### src/rtl/lfsr_gen_pkg.sv
// Shared constants and configuration type for the lfsr_gen pseudo-random source.
// Instantiators pick taps/seeds from here so every LFSR in the block agrees.
package lfsr_gen_pkg;

  localparam logic [15:0] LFSR16_TAPS   = 16'hB400;
  localparam logic [15:0] LFSR16_INIT_A = 16'he45b;
  localparam logic [15:0] LFSR16_INIT_B = 16'hbeef;

  typedef struct packed {
    int unsigned width;
    logic [31:0] taps;
    int unsigned out_w;
  } lfsr_cfg_t;

  localparam lfsr_cfg_t LFSR16_CFG_DEFAULT = '{
    width: 16,
    taps:  {16'h0000, LFSR16_TAPS},
    out_w: 6
  };

endpackage

### src/rtl/lfsr_gen_step.sv
// Combinational word generator: unrolls OUT_W Fibonacci steps of a WIDTH-bit LFSR.
// The first feedback bit produced lands in the word MSB.
module lfsr_gen_step
  import lfsr_gen_pkg::*;
#(
  parameter int unsigned      WIDTH = 16,
  parameter logic [WIDTH-1:0] TAPS  = WIDTH'(LFSR16_TAPS),
  parameter int unsigned      OUT_W = 6
) (
  input  logic [WIDTH-1:0] state_i,
  output logic [WIDTH-1:0] next_state_o,
  output logic [OUT_W-1:0] word_o
);

  logic [WIDTH-1:0] s;
  logic             fb;

  always_comb begin
    s      = state_i;
    fb     = 1'b0;
    word_o = '0;
    for (int i = 0; i < int'(OUT_W); i++) begin
      fb                = ^(s & TAPS);
      word_o[OUT_W-1-i] = fb;
      s                 = {s[WIDTH-2:0], fb};
    end
    next_state_o = s;
  end

endmodule

### src/rtl/lfsr_gen.sv
// Multi-bit LFSR source with a valid/ready output register and runtime reseeding.
// Define LFSR_GEN_STEPCNT_EN to build the 32-bit accepted-word counter on step_cnt.
module lfsr_gen
  import lfsr_gen_pkg::*;
#(
  parameter int unsigned      WIDTH   = 16,
  parameter logic [WIDTH-1:0] TAPS    = WIDTH'(LFSR16_TAPS),
  parameter int unsigned      OUT_W   = 6,
  parameter logic [WIDTH-1:0] INITVAL = WIDTH'(LFSR16_INIT_A)
) (
  input  logic             clk,
  input  logic             rst,
  input  logic             seed_valid,
  input  logic [WIDTH-1:0] seed_data,
  output logic [OUT_W-1:0] out_data,
  output logic             out_valid,
  input  logic             out_ready,
  output logic             zero_seed,
  output logic [31:0]      step_cnt
);

  logic [WIDTH-1:0] state_q, state_d, step_state;
  logic [OUT_W-1:0] out_data_q, out_data_d, step_word;
  logic             out_valid_q, out_valid_d;
  logic             zero_seed_q, zero_seed_d;
  logic             gen_en;

  lfsr_gen_step #(
    .WIDTH (WIDTH),
    .TAPS  (TAPS),
    .OUT_W (OUT_W)
  ) u_step (
    .state_i      (state_q),
    .next_state_o (step_state),
    .word_o       (step_word)
  );

  // A word is produced whenever the output register is empty or being drained.
  assign gen_en = !out_valid_q || out_ready;

  always_comb begin
    state_d     = state_q;
    out_data_d  = out_data_q;
    out_valid_d = out_valid_q;
    zero_seed_d = zero_seed_q;
    if (seed_valid) begin
      out_valid_d = 1'b0;
      if (seed_data == '0) begin
        state_d     = INITVAL;
        zero_seed_d = 1'b1;
      end else begin
        state_d = seed_data;
      end
    end else if (gen_en) begin
      state_d     = step_state;
      out_data_d  = step_word;
      out_valid_d = 1'b1;
    end
  end

  always_ff @(posedge clk) begin
    if (rst) begin
      state_q     <= INITVAL;
      out_data_q  <= '0;
      out_valid_q <= 1'b0;
      zero_seed_q <= 1'b0;
    end else begin
      state_q     <= state_d;
      out_data_q  <= out_data_d;
      out_valid_q <= out_valid_d;
      zero_seed_q <= zero_seed_d;
    end
  end

  assign out_data  = out_data_q;
  assign out_valid = out_valid_q;
  assign zero_seed = zero_seed_q;

`ifdef LFSR_GEN_STEPCNT_EN
  logic [31:0] step_cnt_q, step_cnt_d;

  // A handshake completing alongside a seed load still counts.
  always_comb step_cnt_d = step_cnt_q + 32'(out_valid_q & out_ready);

  always_ff @(posedge clk) begin
    if (rst) step_cnt_q <= '0;
    else     step_cnt_q <= step_cnt_d;
  end

  assign step_cnt = step_cnt_q;
`else
  assign step_cnt = '0;
`endif

endmodule

### config.mk
export PLATFORM = sky130hd
export DESIGN_NAME = lfsr_gen
export DESIGN_NICKNAME = d
export VERILOG_FILES = /design/src/rtl/lfsr_gen_pkg.sv /design/src/rtl/lfsr_gen_step.sv /design/src/rtl/lfsr_gen.sv
export SDC_FILE = /design/constraint.sdc
export NUM_CORES = 1
export LEC_CHECK = 0
export CAP_MARGIN = 20
export CORE_MARGIN = 4
export CORE_UTILIZATION = 40
export CTS_BUF_LIST = sky130_fd_sc_hd__clkbuf_8
export CTS_CLUSTER_SIZE = 20
export DETAILED_ROUTE_END_ITERATION = 16
export PLACE_DENSITY = 0.86
export SYNTH_ARGS = -nofsm -noshare
export SYNTH_HDL_FRONTEND = slang
export SYNTH_HIERARCHICAL = 1
export SYNTH_SLANG_ARGS = --single-unit
### constraint.sdc
create_clock -name clk -period 1.5 [get_ports clk]
set_clock_uncertainty 0.15 [all_clocks]
set_input_delay 0.3 -clock clk [delete_from_list [all_inputs] [get_ports clk]]
set_output_delay 0.3 -clock clk [all_outputs]
set_load 0.03 [all_outputs]
# Word level (Yosys, flattened, before mapping)
# Cells that the tools add are included.
classes:
  n_mux: 3
  bitwise_logic: 1
  n_reduce_logical: 13
ops:
  columns: ["cell", "n"]
  rows:
  - ["XOR reduction 16 bit", 6]
  - ["two-way mux 16 bit", 3]
  - ["zero test 16 bit", 1]
  - ["AND reduction 2 bit", 2]
  - ["nonzero test 2 bit", 1]
  - ["OR reduction 2 bit", 1]
  - ["zero test 1 bit", 1]
  - ["logical OR 1 bit", 1]
  - ["inverter 1 bit", 1]
word_totals:
  regBits: 24
  inputBits: 20
  output_inout_bits: 40
  elab_cells: 21

# Depth between registers and ports, before layout
logic_depth:
  word_depth: 4
  mapped_depth: 5
  depth_no_buf: 4

# Hierarchy
# The synthesis kept the hierarchy.
by_module_without_submodules:
  columns: ["module", "n_inst", "cells_per_inst", "area_per_inst_um2", "seq_area_each_um2"]
  rows:
  - ["lfsr_gen", 1, 160, 1325.0, 480.5]
  - ["lfsr_gen_step", 1, 32, 266.5, 0.0]

# Worst setup path after synthesis
# No wires, ideal clock.
synth_path:
  path_type: "register -> register"
  startpoint: "register out_valid_q, in the netlist out_valid"
  endpoint: "register state_q[13]"
  setup_ns: 0.139
  t_arrival_ns: 1.243
  t_required_ns: 1.211
  slack_ns: -0.031
  stages_incl_launch_ff: 5
  path_buffers: 1
  period_less_slack_ns: 1.531
  cell_sequence: "dfxtp_1 > nand2b_1 > buf_4 > a211oi_1 > o221ai_1"
synth_via:
  elab_chain_cells: 3
synth_lines:
  columns: ["element", "line", "text"]
  rows:
  - ["start, declared", "lfsr_gen.sv:24", "logic out_valid_q, out_valid_d;"]
  - ["start signal, assigned", "lfsr_gen.sv:70", "out_valid_q <= out_valid_d;"]
  - ["zero test 1 bit", "lfsr_gen.sv:39", "assign gen_en = !out_valid_q || out_ready;"]
  - ["logical OR 1 bit", "lfsr_gen.sv:39", null]
  - ["nonzero test 2 bit (no source line)", null, null]
  - ["end signal, assigned", "lfsr_gen.sv:68", "state_q <= state_d;"]
  - ["end, declared", "lfsr_gen.sv:22", "logic [WIDTH-1:0] state_q, state_d, step_state;"]
# No other way between the ends.
# A chain may end at the register's enable or synchronous reset.

# Worst setup path in the final report
layout_path:
  startpoint: "register state_q[7]"
  endpoint: "register state_q[0]"
layout_via:
  elab_chain_cells: 3
layout_lines:
  columns: ["element", "line", "text"]
  rows:
  - ["XOR reduction 16 bit", "lfsr_gen_step.sv:23", "fb = ^(s & TAPS);"]
  - ["named net step_state[0]", "lfsr_gen.sv:22", null]
  - ["two-way mux 16 bit", "lfsr_gen.sv:54", "end else if (gen_en) begin"]
  - ["two-way mux 16 bit", "lfsr_gen.sv:46", "if (seed_valid) begin"]
# The timed path passes the listed nets, and every way through them passes these cells. The select of a mux whose other input is x is not followed.

==> flow_metrics.env <==
export IMPL_rr_endpoint="state_q[0]"
export IMPL_yosys_area_share_simple_pct=17.69
export IMPL_grt_pass1_vias=1282
export IMPL_cts_tree="yes"
export IMPL_whs_path_depth=3
export IMPL_synth_xor_area_share_pct=8.726
export IMPL_postRouteAntennaNets=0
export IMPL_die_w_um=71.08
export IMPL_dp_hpwl_mm=2.902
export IMPL_num_rows=22
export IMPL_crit_path_max_incr_delay_ns=0.43
export IMPL_drc=0
export IMPL_yosysWarnings=6
export IMPL_wl_per_cell_um=14.68
export IMPL_synth_compound_area_share_pct=16.67
export IMPL_max_clock_freq_mhz=689.8
export IMPL_final_util_pct=54.45
export IMPL_regToRegSetupSlack_ns=0.05
export IMPL_endpoint_kind="flip-flop"
export IMPL_dr_pass1_iters=4
export IMPL_die_area_um2=5052
export IMPL_coreArea_um2=3744
export IMPL_cts_hold_buf=0
export IMPL_max_vdd_ir_drop_mv=0.4589
export IMPL_slowest_stage="dfxtp_1"
export IMPL_gp_congestion=0.8103
export IMPL_io_pins=60
export IMPL_ff2ff_path_depth=4
export IMPL_cts_path_max_buffers=2
export IMPL_finalCriticalPeriod_ns=1.450
export IMPL_ys_ff_latch=24
export IMPL_htree_levels=1
export IMPL_ctsRootBufferMaster="clkbuf_8"
export IMPL_busiest_layer="met2"
export IMPL_avgViaCountPerCell=5.052
export IMPL_clk_pin_slew_ns=0.08
export IMPL_path_class="flip-flop to flip-flop"
export IMPL_worstHoldStart="seed_data[15]"
export IMPL_required_ns=1.47
export IMPL_timing_rr_start="state_q[7]"
export IMPL_grt_max_degree=16
export IMPL_synth_avg_cell_area_um2=8.289
export IMPL_maxSlewViolCount=0
export IMPL_antenna_cells=0
export IMPL_min_path_type="input pin to flip-flop"
export IMPL_drt_iter0_markers=108
export IMPL_antenna_found_initial=0
export IMPL_portBuffers=27
export IMPL_grt_use_met1_pct=18.41
export IMPL_insertion_delay_ns=0.26
export IMPL_final_cells=271
export IMPL_grt_overflow=0
export IMPL_netlist_area_um2=1592
export IMPL_seq_area_frac_synth_pct=30.19
export IMPL_via_count=1369
export IMPL_crit_chain="xor2_2 -> xnor2_1 -> a211oi_2 -> o221ai_1"
export IMPL_routed_wirelength_mm=3.978
export IMPL_status="finished clean"
export IMPL_die_y_um=71.08
export IMPL_setup_viol=0
export IMPL_n_fill_cell=355
export IMPL_synth_top_family_by_area="buffers and inverters"
export IMPL_grt_use_met2_pct=25.75
export IMPL_synthMuxAreaShare_pct=0
export IMPL_syn_inst=192
export IMPL_grt_usage_pct=15.05
export IMPL_drv_cap=0
export IMPL_crit_fanout=3
export IMPL_final_nets=245
export IMPL_worst_path_buf_inv=0
export IMPL_drive_above_1_share_pct=26.91
export IMPL_synth_fa_ha_area_share_pct=0
export IMPL_start_util_pct=42.51
export IMPL_mostFrequentLayoutCell="conb_1"
export IMPL_hold_viol_final=0
export IMPL_grtUsageMet3_pct=5.256
export IMPL_areaGrowthSynthToFinish_pct=28.07
export IMPL_numClockSinks=24
export IMPL_yosysUniqueCellTypes=27
export IMPL_numCtsBuffers=3
export IMPL_place_inst=267
export IMPL_p_per_area_nw_per_um2=854.9
export IMPL_cts_setup_buffers=0
export IMPL_whs_endpoint="state_q[15]"
export IMPL_mostFrequentLayoutCells="conb_1 (32), buf_4 (26), nand2_1 (19), dfxtp_1 (19), dlygate4sd2_1 (16)"
export IMPL_critPathTopFamily="flip-flops"
export IMPL_grt_pass1_wl_mm=6.141
export IMPL_worst_ep_arrival_time_ns=1.42
export IMPL_leakagePower_nw=0.9323
export IMPL_finalPower_w=0.001743
export IMPL_cp_start_kind="flip-flop"
export IMPL_final_period_utilization_pct=96.65
## worst min-delay path, cell delays in order
cell and delay [ns]:
dlymetal6s2s_1 0.15, nor2_1 0.07, o221ai_2 0.14
## synth_stat cells, drive strengths merged
master	count	area share (%)
a311oi	7	3.9
and2b	1	0.55
a21oi	6	1.9
nand2b	1	0.39
a32oi	2	1.1
a211oi	7	3.3
xor2	3	2.1
xnor2	12	6.6
nand3	6	1.9
and3b	7	3.9
dfxtp	24	30
inv	2	0.47
conb	1	0.24
o21ai	6	1.9
nor2	15	3.5
o221ai	7	3.9
nor4	4	1.6
buf	55	25
o31ai	1	0.79
clkbuf	3	0.71
nor3	2	0.63
nand2	19	4.5
nand4	1	0.79
## layer usage
metal	part of all wire (%)	vias up	wire (um)
li1	-	648	-
met1	39	657	1544
met2	52	58	2051
met3	7.9	6	313
met4	1.7	0	69
met5	0	-	0
## report_power, final
group / total [W] / switching, W / internal, W
Sequential: 0.000758 / 0.0000561 / 0.000702
Clock: 0.000375 / 0.000196 / 0.000179
Combinational: 0.000610 / 0.000369 / 0.000240
Total: 0.00174 / 0.000621 / 0.00112
## state kept, by name, summed over array words and instances, names as in the netlist
signal and flops:
zero_seed 1, out_data 6, out_valid 1, state_q 16
## logic make-up after synthesis
group	after synthesis
AO/OA/AOI/OAI	36
other	1
flip-flops	24
buffers and inverters	60
XOR/XNOR	15
AND/OR/NAND/NOR	56
## repair_timing
action / CTS / global route
pin swaps: 4 / 5
gates cloned: 1 / 0
setup endpoints to repair: 19 / 10
resized for setup: 29 / 18
## cell type report
type,instances,area [um^2],share of cell area [%]
well taps,48,60.06,2.947
inverters,2,7.507,0.3683
multi-input cells,139,924.6,45.37
repair buffers,55,518.0,25.41
clock buffers,3,41.29,2.026
flip-flops and latches,24,486.7,23.88
## stage by stage
stage	hold slack (ns)	area [um^2]	setup WS [ns]	TNS, ns
after floorplan	0.2380	1709	0.08997	0
after global placement	0.3111	1868	-0.4717	-7.392
after detailed placement	0.3195	1868	-0.4515	-7.469
after CTS	0.3287	1967	0.006749	0
after global routing	0.3153	2038	-0.02982	-0.03526
final	0.2855	2038	0.05032	0
## worst max-delay path by stage
stage | from | endpoint | slack, ns | cells past startpoint
floorplan | state_q[10] | state_q[0] | 0.09 | 5
global placement | seed_data[15] | state_q[0] | -0.47 | 5
detailed placement | seed_data[15] | zero_seed | -0.45 | 5
CTS | seed_data[10] | zero_seed | 0.007 | 6
global route | seed_data[13] | state_q[0] | -0.03 | 6
finish | state_q[7] | state_q[0] | 0.05 | 4
(Power assumes the default switching activity.)
